===== config.mk =====
export PLATFORM = sky130hd
export DESIGN_NAME = tcnt_delay_timer
export DESIGN_NICKNAME = d
export VERILOG_FILES = /design/src/rtl/tcnt_timer_pkg.sv /design/src/rtl/tcnt_prescaler.sv /design/src/rtl/tcnt_delay_timer.sv
export SDC_FILE = /design/constraint.sdc
export NUM_CORES = 1
export LEC_CHECK = 0
export ABC_CLOCK_PERIOD_IN_PS = 5200
export CORE_MARGIN = 5
export CORE_UTILIZATION = 65
export DETAILED_ROUTE_END_ITERATION = 16
export DONT_BUFFER_PORTS = 1
export PLACE_DENSITY = 0.8
export RECOVER_POWER = 100
export SYNTH_ARGS = -nofsm -noshare
export SYNTH_HDL_FRONTEND = slang
export SYNTH_HIERARCHICAL = 1
export SYNTH_SLANG_ARGS = --single-unit
export TNS_END_PERCENT = 20

===== constraint.sdc =====
create_clock -name clk -period 5.2 [get_ports clk]
set_input_delay 1.04 -clock clk [delete_from_list [all_inputs] [get_ports clk]]
set_output_delay 1.04 -clock clk [all_outputs]
set_load 0.005 [all_outputs]

===== src/rtl/tcnt_timer_pkg.sv =====
// Shared types for the delay timer: request unit encoding, FSM states, unit-length helper.
// Combinational helpers only; no state and no flow control.
// Imported by the prescaler and the timer top.
package tcnt_timer_pkg;

    localparam int CNT_W = 32;

    typedef enum logic [1:0] {
        UNIT_CYCLE = 2'd0,
        UNIT_US    = 2'd1,
        UNIT_MS    = 2'd2,
        UNIT_RSVD  = 2'd3
    } unit_e;

    typedef enum logic [1:0] {
        ST_IDLE  = 2'd0,
        ST_COUNT = 2'd1,
        ST_DONE  = 2'd2,
        ST_ABORT = 2'd3
    } state_e;

    // Prescaler reload value (unit length minus one). The ms length can reach
    // 4e9, so it is formed in 64 bits before narrowing.
    function automatic logic [CNT_W-1:0] unit_period_m1(input unit_e unit,
                                                        input int unsigned cycles_per_us);
        logic [63:0]      ms_cyc;
        logic [CNT_W-1:0] result;
        ms_cyc = 64'(cycles_per_us) * 64'd1000;
        result = '0;
        case (unit)
            UNIT_CYCLE: result = '0;
            UNIT_US:    result = CNT_W'(cycles_per_us - 32'd1);
            UNIT_MS:    result = CNT_W'(ms_cyc - 64'd1);
            default:    result = '0;
        endcase
        return result;
    endfunction

endpackage


===== src/rtl/tcnt_prescaler.sv =====
// Reloadable down-counter producing one tick every (load_val+1) enabled cycles.
// Latency: first tick load_val+1 enabled cycles after load; tick is combinational from state.
// Backpressure: none; clear has priority over load, load over counting.
module tcnt_prescaler
    import tcnt_timer_pkg::*;
#(
    parameter int unsigned WIDTH = CNT_W
) (
    input  logic             clk,
    input  logic             rst_n,
    input  logic             clear,
    input  logic             load,
    input  logic [WIDTH-1:0] load_val,
    input  logic             en,
    output logic             tick
);

    logic [WIDTH-1:0] reload_q, reload_d;
    logic [WIDTH-1:0] cnt_q, cnt_d;

    assign tick = en && (cnt_q == '0);

    always_comb begin
        reload_d = reload_q;
        cnt_d    = cnt_q;
        if (clear) begin
            reload_d = '0;
            cnt_d    = '0;
        end else if (load) begin
            reload_d = load_val;
            cnt_d    = load_val;
        end else if (en) begin
            if (cnt_q == '0) begin
                cnt_d = reload_q;
            end else begin
                cnt_d = cnt_q - WIDTH'(1);
            end
        end
    end

    always_ff @(posedge clk or negedge rst_n) begin
        if (!rst_n) begin
            reload_q <= '0;
            cnt_q    <= '0;
        end else begin
            reload_q <= reload_d;
            cnt_q    <= cnt_d;
        end
    end

endmodule


===== src/rtl/tcnt_delay_timer.sv =====
// Delay timer: waits req_count cycles/us/ms after acceptance, then pulses done (or aborted).
// Latency: done pulse max(req_count*U,1) cycles after the accepting edge; reserved unit aborts next cycle.
// Backpressure: req_ready only in IDLE, so consecutive requests are separated by an IDLE cycle.
module tcnt_delay_timer
    import tcnt_timer_pkg::*;
#(
    parameter int unsigned CYCLES_PER_US = 1000,
    parameter int unsigned TS_W          = 64
) (
    input  logic            clk,
    input  logic            rst_n,
    input  logic            req_valid,
    output logic            req_ready,
    input  logic [1:0]      req_unit,
    input  logic [31:0]     req_count,
    input  logic            cancel,
    output logic            busy,
    output logic            done,
    output logic            aborted,
    output logic [TS_W-1:0] timestamp,
    output logic [TS_W-1:0] done_stamp
);

    state_e           state_q, state_d;
    logic [CNT_W-1:0] unit_cnt_q, unit_cnt_d;
    logic [TS_W-1:0]  timestamp_q, timestamp_d;
    logic [TS_W-1:0]  done_stamp_q, done_stamp_d;

    logic             presc_clear;
    logic             presc_load;
    logic [CNT_W-1:0] presc_load_val;
    logic             presc_en;
    logic             presc_tick;
    unit_e            req_unit_e;

    assign req_unit_e = unit_e'(req_unit);

    tcnt_prescaler #(
        .WIDTH (CNT_W)
    ) u_prescaler (
        .clk      (clk),
        .rst_n    (rst_n),
        .clear    (presc_clear),
        .load     (presc_load),
        .load_val (presc_load_val),
        .en       (presc_en),
        .tick     (presc_tick)
    );

    assign timestamp_d = timestamp_q + TS_W'(1);

    always_comb begin
        state_d        = state_q;
        unit_cnt_d     = unit_cnt_q;
        done_stamp_d   = done_stamp_q;
        presc_clear    = 1'b0;
        presc_load     = 1'b0;
        presc_load_val = '0;
        presc_en       = 1'b0;

        case (state_q)
            ST_IDLE: begin
                if (req_valid) begin
                    if (req_unit_e == UNIT_RSVD) begin
                        state_d = ST_ABORT;
                    end else begin
                        state_d    = ST_COUNT;
                        presc_load = 1'b1;
                        // A zero count still takes one cycle: run a single one-cycle unit.
                        if (req_count == 32'd0) begin
                            unit_cnt_d     = CNT_W'(1);
                            presc_load_val = '0;
                        end else begin
                            unit_cnt_d     = req_count;
                            presc_load_val = unit_period_m1(req_unit_e, CYCLES_PER_US);
                        end
                    end
                end
            end

            ST_COUNT: begin
                presc_en = 1'b1;
                // Cancel takes precedence even on the terminal-count edge.
                if (cancel) begin
                    state_d     = ST_ABORT;
                    unit_cnt_d  = '0;
                    presc_clear = 1'b1;
                end else if (presc_tick) begin
                    if (unit_cnt_q == CNT_W'(1)) begin
                        state_d      = ST_DONE;
                        unit_cnt_d   = '0;
                        presc_clear  = 1'b1;
                        done_stamp_d = timestamp_q;
                    end else begin
                        unit_cnt_d = unit_cnt_q - CNT_W'(1);
                    end
                end
            end

            ST_DONE:  state_d = ST_IDLE;
            ST_ABORT: state_d = ST_IDLE;
            default:  state_d = ST_IDLE;
        endcase
    end

    always_ff @(posedge clk or negedge rst_n) begin
        if (!rst_n) begin
            state_q      <= ST_IDLE;
            unit_cnt_q   <= '0;
            timestamp_q  <= '0;
            done_stamp_q <= '0;
        end else begin
            state_q      <= state_d;
            unit_cnt_q   <= unit_cnt_d;
            timestamp_q  <= timestamp_d;
            done_stamp_q <= done_stamp_d;
        end
    end

    assign req_ready  = (state_q == ST_IDLE);
    assign busy       = (state_q == ST_COUNT);
    assign done       = (state_q == ST_DONE);
    assign aborted    = (state_q == ST_ABORT);
    assign timestamp  = timestamp_q;
    assign done_stamp = done_stamp_q;

endmodule

# Word level (Yosys, flattened, before mapping)
# Cells that the tools add are included.
# totals
out_inout_bits,132
reg_bits,226
wordCells,64
in_bits,38
# op_classes
n_eq_ne,11
addsub,3
muxes,32
n_bitwise,1
reduce_logical,11
# ops
cell,count
two-way mux 32 bit,12
two-way mux 20 bit,4
adder 64 x 1 -> 64 bit (second input constant),1
logical NOT 32 bit,2
case mux 32 bit (2 select lines),1
subtractor 32 x 1 -> 32 bit (second input constant),2
case mux 20 bit (2 select lines),1
equality test 32 x 1 -> 1 bit (second input constant),1
two-way mux 2 bit,5
equality test 2 bit (second input constant),4
two-way mux 1 bit,8
AND reduction 4 bit,2
inequality test 3 x 2 -> 1 bit (second input constant),2
case mux 2 bit (3 select lines),1
equality test 2 x 1 -> 1 bit (second input constant),2
inequality test 2 bit (second input constant),2
nonzero test 2 bit,2
AND reduction 3 bit,1
nonzero test 3 bit,1
logical NOT 2 bit,1
OR reduction 2 bit,1
logical AND 1 bit,1
inverter 1 bit,1

# Depth between registers and ports, before layout
# Gate-level depths: netlist of run 1.
# logic_depth
ltp_word,8
ltp_mapped,20
ltp_nobuf,16

# Modules after synthesis
# Netlist of run 1, hierarchy kept.
# by_module_without_submodules
module,seq_area_each_um2,cells_per_inst,area_each_um2,instances
tcnt_delay_timer,4053.9,676,7682.4,1
tcnt_prescaler,1601.5,442,3916.3,1

# Worst setup path after synthesis of run 1
# OpenSTA, ideal clock, no wires.
# synth_path
kind,register to register
start,register u_prescaler.cnt_q[0]
end,register u_prescaler.reload_q[17]
synth_period_minus_slack_ns,4.383
path_stages_with_launch,19
required_ns,5.068
arrival_ns,4.251
path_slack_ns,0.817
n_path_buf,7
setup_ns,0.132
cell_sequence,dfrtp_1 inv_1 ha_1 nor4b_1 nand4_1 or3_1 buf_6 clkbuf_1 nor2_1 o21ai_0 a21o_1 nor2_1 clkbuf_1 clkbuf_1 clkbuf_1 clkbuf_1 buf_1 mux2i_1 nor2_1
# synth_between
elab_chain_len,6
word_cells_on_any_way,7
classes_between,mux: 4; reduce/logical: 3
# synth_rtl
element,line_no,text
"start, declared",tcnt_prescaler.sv:19,"logic [WIDTH-1:0] cnt_q, cnt_d;"
"start signal, assigned",tcnt_prescaler.sv:47,cnt_q <= cnt_d;
logical NOT 32 bit *,tcnt_prescaler.sv:21,assign tick = en && (cnt_q == '0);
logical AND 1 bit *,tcnt_prescaler.sv:21,
net presc_tick,tcnt_delay_timer.sv:33,logic presc_tick;
two-way mux 1 bit *,tcnt_delay_timer.sv:88,end else if (presc_tick) begin
two-way mux 1 bit *,tcnt_delay_timer.sv:84,if (cancel) begin
two-way mux 1 bit *,tcnt_delay_timer.sv:61,case (state_q)
two-way mux 32 bit or nonzero test 2 bit (tied branches),--,
"end signal, assigned",tcnt_prescaler.sv:46,reload_q <= reload_d;
"end, declared",tcnt_prescaler.sv:18,"logic [WIDTH-1:0] reload_q, reload_d;"
# The timed path passes the listed nets; every way through them passes the cells marked *.
# A chain may end at the register's enable or synchronous reset.

# Worst setup path after layout of run 1
# layout_path
start,register unit_cnt_q[14]
end,register u_prescaler.cnt_q[20]
# layout_between
elab_chain_len,6
word_cells_on_any_way,7
classes_between,eq/ne: 1; mux: 5; reduce/logical: 1
# layout_rtl
element,line_no,text
"start, declared",tcnt_delay_timer.sv:25,"logic [CNT_W-1:0] unit_cnt_q, unit_cnt_d;"
"start signal, assigned",tcnt_delay_timer.sv:114,unit_cnt_q <= unit_cnt_d;
equality test 32 x 1 -> 1 bit *,tcnt_delay_timer.sv:89,if (unit_cnt_q == CNT_W'(1)) begin
two-way mux 1 bit *,tcnt_delay_timer.sv:89,
two-way mux 1 bit *,tcnt_delay_timer.sv:88,
two-way mux 1 bit *,tcnt_delay_timer.sv:84,
two-way mux 1 bit *,tcnt_delay_timer.sv:61,
net presc_clear,tcnt_delay_timer.sv:29,logic presc_clear;
nonzero test 3 bit (no source line) or two-way mux 32 bit (tied branches),--,
# Marked as above.

==> results.txt, run 1 <==
----------------------------------------------------
[Flow run]
  Max Cap Violations ... 1

[Worst setup path]
  Critical path arrival ... between 5000 and 6000 ps
  Critical R2R Launch ... unit_cnt_q[14]$_DFFE_PN0P_
  Slack of the worst reg-to-reg path ... 510 ps
  Crit Path Category ... reg2reg
  Delay contributed by the slowest stage of the critical path ... about 980 ps
  Nature of the critical path startpoint ... flop
  Register-to-Register Path Depth ... 9
  Worst-path maximum fanout ... 15
  List of cells traversed by the critical path ... or4_1 -> nor4_1 -> and3_1 -> nand2_1 -> a21oi_1 -> clkinv_1 -> o21a_1 -> and3_1 -> a221o_1
  Kind of end point of the critical path ... flop
  Slowest cell on the critical path ... sky130_fd_sc_hd__a21oi_1
  Critical Path RT ... 5610 ps
  Worst path most repeated cell ... sky130_fd_sc_hd__and3_1
  Worst r2r dst ... u_prescaler/cnt_q[20]$_DFFE_PN0P_

[GRT]
  Total congestion overflow after global routing ... 0
  First-pass GRT wire length ... between 40000 and 50000 um
  Maximum number of pins on one net before global-route repair ... approximately 230
  Initial antenna violation count ... 1
  Total global routing track utilization ... between 20% and 30%
  Vias in the first global route ... about 9100

[Detailed routing]
  DRC errors left ... 0
  Final wirelength ... 28800 um
  Number of vias in the routed layout ... 9091
  Routed wirelength normalized by instance count ... between 20 and 25 um
  Number of vias per cell after detailed routing ... 6.63
  Pre-antenna DRT Iters ... 6
  Antenna violation net count after detailed routing ... 0
  First DRT Iteration DRCs ... 807

[Final layout]
  Leading cell type in the layout, fill and taps excluded ... sky130_fd_sc_hd__dfrtp_1
  Register cell area after layout ... between 0.005 and 0.006 sq mm
  Area taken by multi-input logic gates ... between 0.005 and 0.006 sq mm
  Final non-filler cell total ... approximately 1400
  Fill cell total of the finished layout ... ~1200
  Fraction of layout cells with a size suffix above 1 ... 6.81%
  Layout Nets ... roughly 1200
  Post-route cell area ... ~0.013 sq mm
  Area added between synthesis and finish ... 8.54%
  Leading cell types in the layout, fill and taps excluded ... sky130_fd_sc_hd__dfrtp_1, sky130_fd_sc_hd__nand2_1, sky130_fd_sc_hd__nor2_1

[Yosys]
  Share of the synthesized netlist area taken by xor and xnor gates ... under 10%
  Distinct cell type count of the synthesized netlist ... 83
  Predominant post-synthesis flop cell ... sky130_fd_sc_hd__dfrtp_1
  Post-Syn Area ... 0.0116 sq mm
  FF+latch count, synth ... around 230
  Simple-gate share of the synthesized area ... 20.4%
  Share of synthesized registers carrying an async set or reset ... 100%
  Mapped Cells ... ~1100
  Adder and majority cell fraction of the synthesized area ... less than 1%
  Average size of a mapped cell ... between 10 and 15 sq um
  Synthesized-area fraction occupied by ao, oa, aoi and oai cells ... approximately 13%
  Mux contribution to synthesized area ... under 10%
  Sequential element share of the synthesized area ... around 49%
  Synth warnings ... 6
  Number of enable flip-flop cells after synthesis ... 0
  Largest family of logic cells by synthesized area ... simple AND/OR/NAND/NOR gates

[CTS]
  TritonCTS clock tree ... built
  Clock latency of the later-clocked register in the worst-skew pair ... approximately 530 ps
  Sinks on Clock Net ... 226
  Number of hold buffers added after CTS ... 0
  Root cell of the clock tree ... sky130_fd_sc_hd__clkbuf_16
  Clock slew at the register clock pins of the worst setup and hold paths ... 60 ps
  Setup repair bufs after CTS ... 0
  Depth of the CTS H-tree ... 1
  Deepest clock path buffer count ... 3
  Count of cells resized by post-cts repair ... 0
  Cts bufs inserted ... 24

[Outcome]
  Violations in the final reports ... capacitance limit, slew limit
  Status ... finished, violations left

[Timing]
  Final hold vios ... 0
  Final worst-path setup slack ... ~510 ps
  Setup-violating endpoint count in the final report ... 0
  Worst Skew ... slightly above 9 ps
  Highest attainable clock frequency ... between 200 and 250 MHz
  Number of slew-limit violations in the final report ... 40
  Setup repair after global routing missed its margin ... no
  Worst relative slew slack ... -13.4%
  Final worst path period share ... about 90%
  Slew @ Worst Pin ... 1700 ps
  Total Negative Setup Slacks ... 0 ps
  Post-layout min period ... about 4700 ps

[Pwr]
  Seq pwr share ... just under 40%
  Switching power of the nets ... between 2 and 2.5 mW
  Switching share of power ... about two fifths
  Worst IR Drop VDD ... around 370 uV
  Logic gate share of total power ... 34.7%
  Leakage power summed over all cells ... between 5 and 6 nW
  Cell-internal power ... 3.89 mW
  Part of the total power dissipated in the clock network ... about a quarter
  Power Dens Cells ... approximately 500 mW/mm^2

[Floorplanning]
  Initial Util ... 66.6%
  Die Ht ... roughly 140 um
  Die ar. ... about 0.021 sq mm
  Width of the chip ... 144 um
  Placeable core region ... about 0.017 sq mm
  Number of top-level pins ... 170
  Row cnt ... 48

[Placed design]
  Cell total after placement ... between 1000 and 1500
  Count of port buffers added during placement ... 0
  RD Place Congestion ... 0.907
  Placement Cell Area ... 0.0119 sq mm
  Pre-CTS WS ... about 1000 ps
  Detailed placement HPWL ... about 19000 um

[Min path]
  Tightest Hold Check Type ... in2async

----------------------------------------------------
## power by group through the flow
stage	Clock, mW	Sequential [mW]	Combinational (mW)
6_report	1.66	2.45	2.18
3_3_place_gp	0	2.45	2.13
2_1_floorplan	0	2.36	1.70
3_5_place_dp	0	2.47	2.17
4_1_cts	1.69	2.44	2.19
5_1_grt	1.77	2.50	2.42
## cells by family (layout without fill, tap and decap cells)
| group | after synthesis | in the layout |
|---|---|---|
| xor+xnor | 72 | 72 |
| buf+inv | 82 | 82 |
| flops | 226 | 226 |
| compound gates | 207 | 207 |
| fa+ha+maj | 8 | 8 |
| other cells | 1 | 29 |
| simple gates | 430 | 430 |
| mux | 92 | 92 |
## synthesized netlist by cell type (16+ instances only)
| library cell | number | area, sq um |
|---|---|---|
| sky130_fd_sc_hd__and3_1 | 20 | 125 |
| sky130_fd_sc_hd__o31ai_1 | 17 | 128 |
| sky130_fd_sc_hd__o211ai_1 | 19 | 143 |
| sky130_fd_sc_hd__inv_1 | 21 | 78.8 |
| sky130_fd_sc_hd__nand3_1 | 40 | 200 |
| sky130_fd_sc_hd__nor4_1 | 25 | 156 |
| sky130_fd_sc_hd__xnor2_1 | 51 | 447 |
| sky130_fd_sc_hd__nand2_1 | 89 | 334 |
| sky130_fd_sc_hd__xor2_1 | 21 | 184 |
| sky130_fd_sc_hd__a21oi_1 | 44 | 220 |
| sky130_fd_sc_hd__a22oi_1 | 16 | 120 |
| sky130_fd_sc_hd__nor2_1 | 75 | 282 |
| sky130_fd_sc_hd__dfrtp_1 | 226 | 5660 |
| sky130_fd_sc_hd__mux2_1 | 64 | 721 |
| sky130_fd_sc_hd__nor3_1 | 50 | 250 |
| sky130_fd_sc_hd__nand4_1 | 31 | 194 |
| sky130_fd_sc_hd__o21ai_0 | 27 | 135 |
| sky130_fd_sc_hd__mux2i_1 | 24 | 240 |
| sky130_fd_sc_hd__or3_1 | 16 | 100 |
| sky130_fd_sc_hd__clkbuf_1 | 41 | 154 |
## sequential cells by signal (all words and copies together), names as in the netlist
name                  flops
timestamp                64
state_q                   2
u_prescaler/reload_q     32
done_stamp               64
unit_cnt_q               32
u_prescaler/cnt_q        32
## cell type report
cell class | count | share of cell area (%)
multi-input cells | 837 | 45.0
flip-flops and latches | 226 | 44.9
clock buffers | 39 | 5.85
well taps | 225 | 2.24
repair buffers | 18 | 1.00
inverters | 22 | 0.656
clock inverters | 3 | 0.338
diodes | 1 | 0.0199
## worst max-delay path, delay by kind of cell (launching register included)
family                 cells  cell delay (ps)
and+or+nand+nor            5             1890
DFF                        1              430
AOI/OAI and AO/OA          3             1580
buffers and inverters      1              670
## how the worst max path moves through the flow
stage          cells past startpoint                             start                              endpoint
2_1_floorplan                     18  u_prescaler/cnt_q[0]$_DFFE_PN0P_  u_prescaler/reload_q[17]$_DFFE_PN0P_
3_3_place_gp                      14  u_prescaler/cnt_q[0]$_DFFE_PN0P_     u_prescaler/cnt_q[20]$_DFFE_PN0P_
3_5_place_dp                      17  u_prescaler/cnt_q[0]$_DFFE_PN0P_      u_prescaler/cnt_q[5]$_DFFE_PN0P_
4_1_cts                           17  u_prescaler/cnt_q[0]$_DFFE_PN0P_      u_prescaler/cnt_q[5]$_DFFE_PN0P_
5_1_grt                            9        unit_cnt_q[14]$_DFFE_PN0P_     u_prescaler/cnt_q[20]$_DFFE_PN0P_
6_report                           9        unit_cnt_q[14]$_DFFE_PN0P_     u_prescaler/cnt_q[20]$_DFFE_PN0P_
## per-layer routing
metal	vias up	track usage (%)	wire length, um
met5	-	0	0
met4	0	8.08	801
met3	61	8.22	2730
met2	415	45.1	13400
met1	4477	38.8	11900
li1	4138	-	-
## per-stage QoR
| step | power (mW) | util [%] | hold WS, ps |
|---|---|---|---|
| final | 6.29 | 72.3 | 211 |
| after global routing | 6.69 | 72.3 | 194 |
| after CTS | 6.32 | 72.7 | 193 |
| after detailed placement | 4.64 | 68.2 | 469 |
| after global placement | 4.58 | 68.2 | 466 |
| after floorplan | 4.05 | - | 447 |
(Power assumes the default switching activity.)
==> inputs of run 2 (changes only) <==
Settings changed: HOLD_SLACK_MARGIN from default to 0.03.
==> results of run 2 <==
The final DEF is identical to that of run 1; final timing and power are the same.
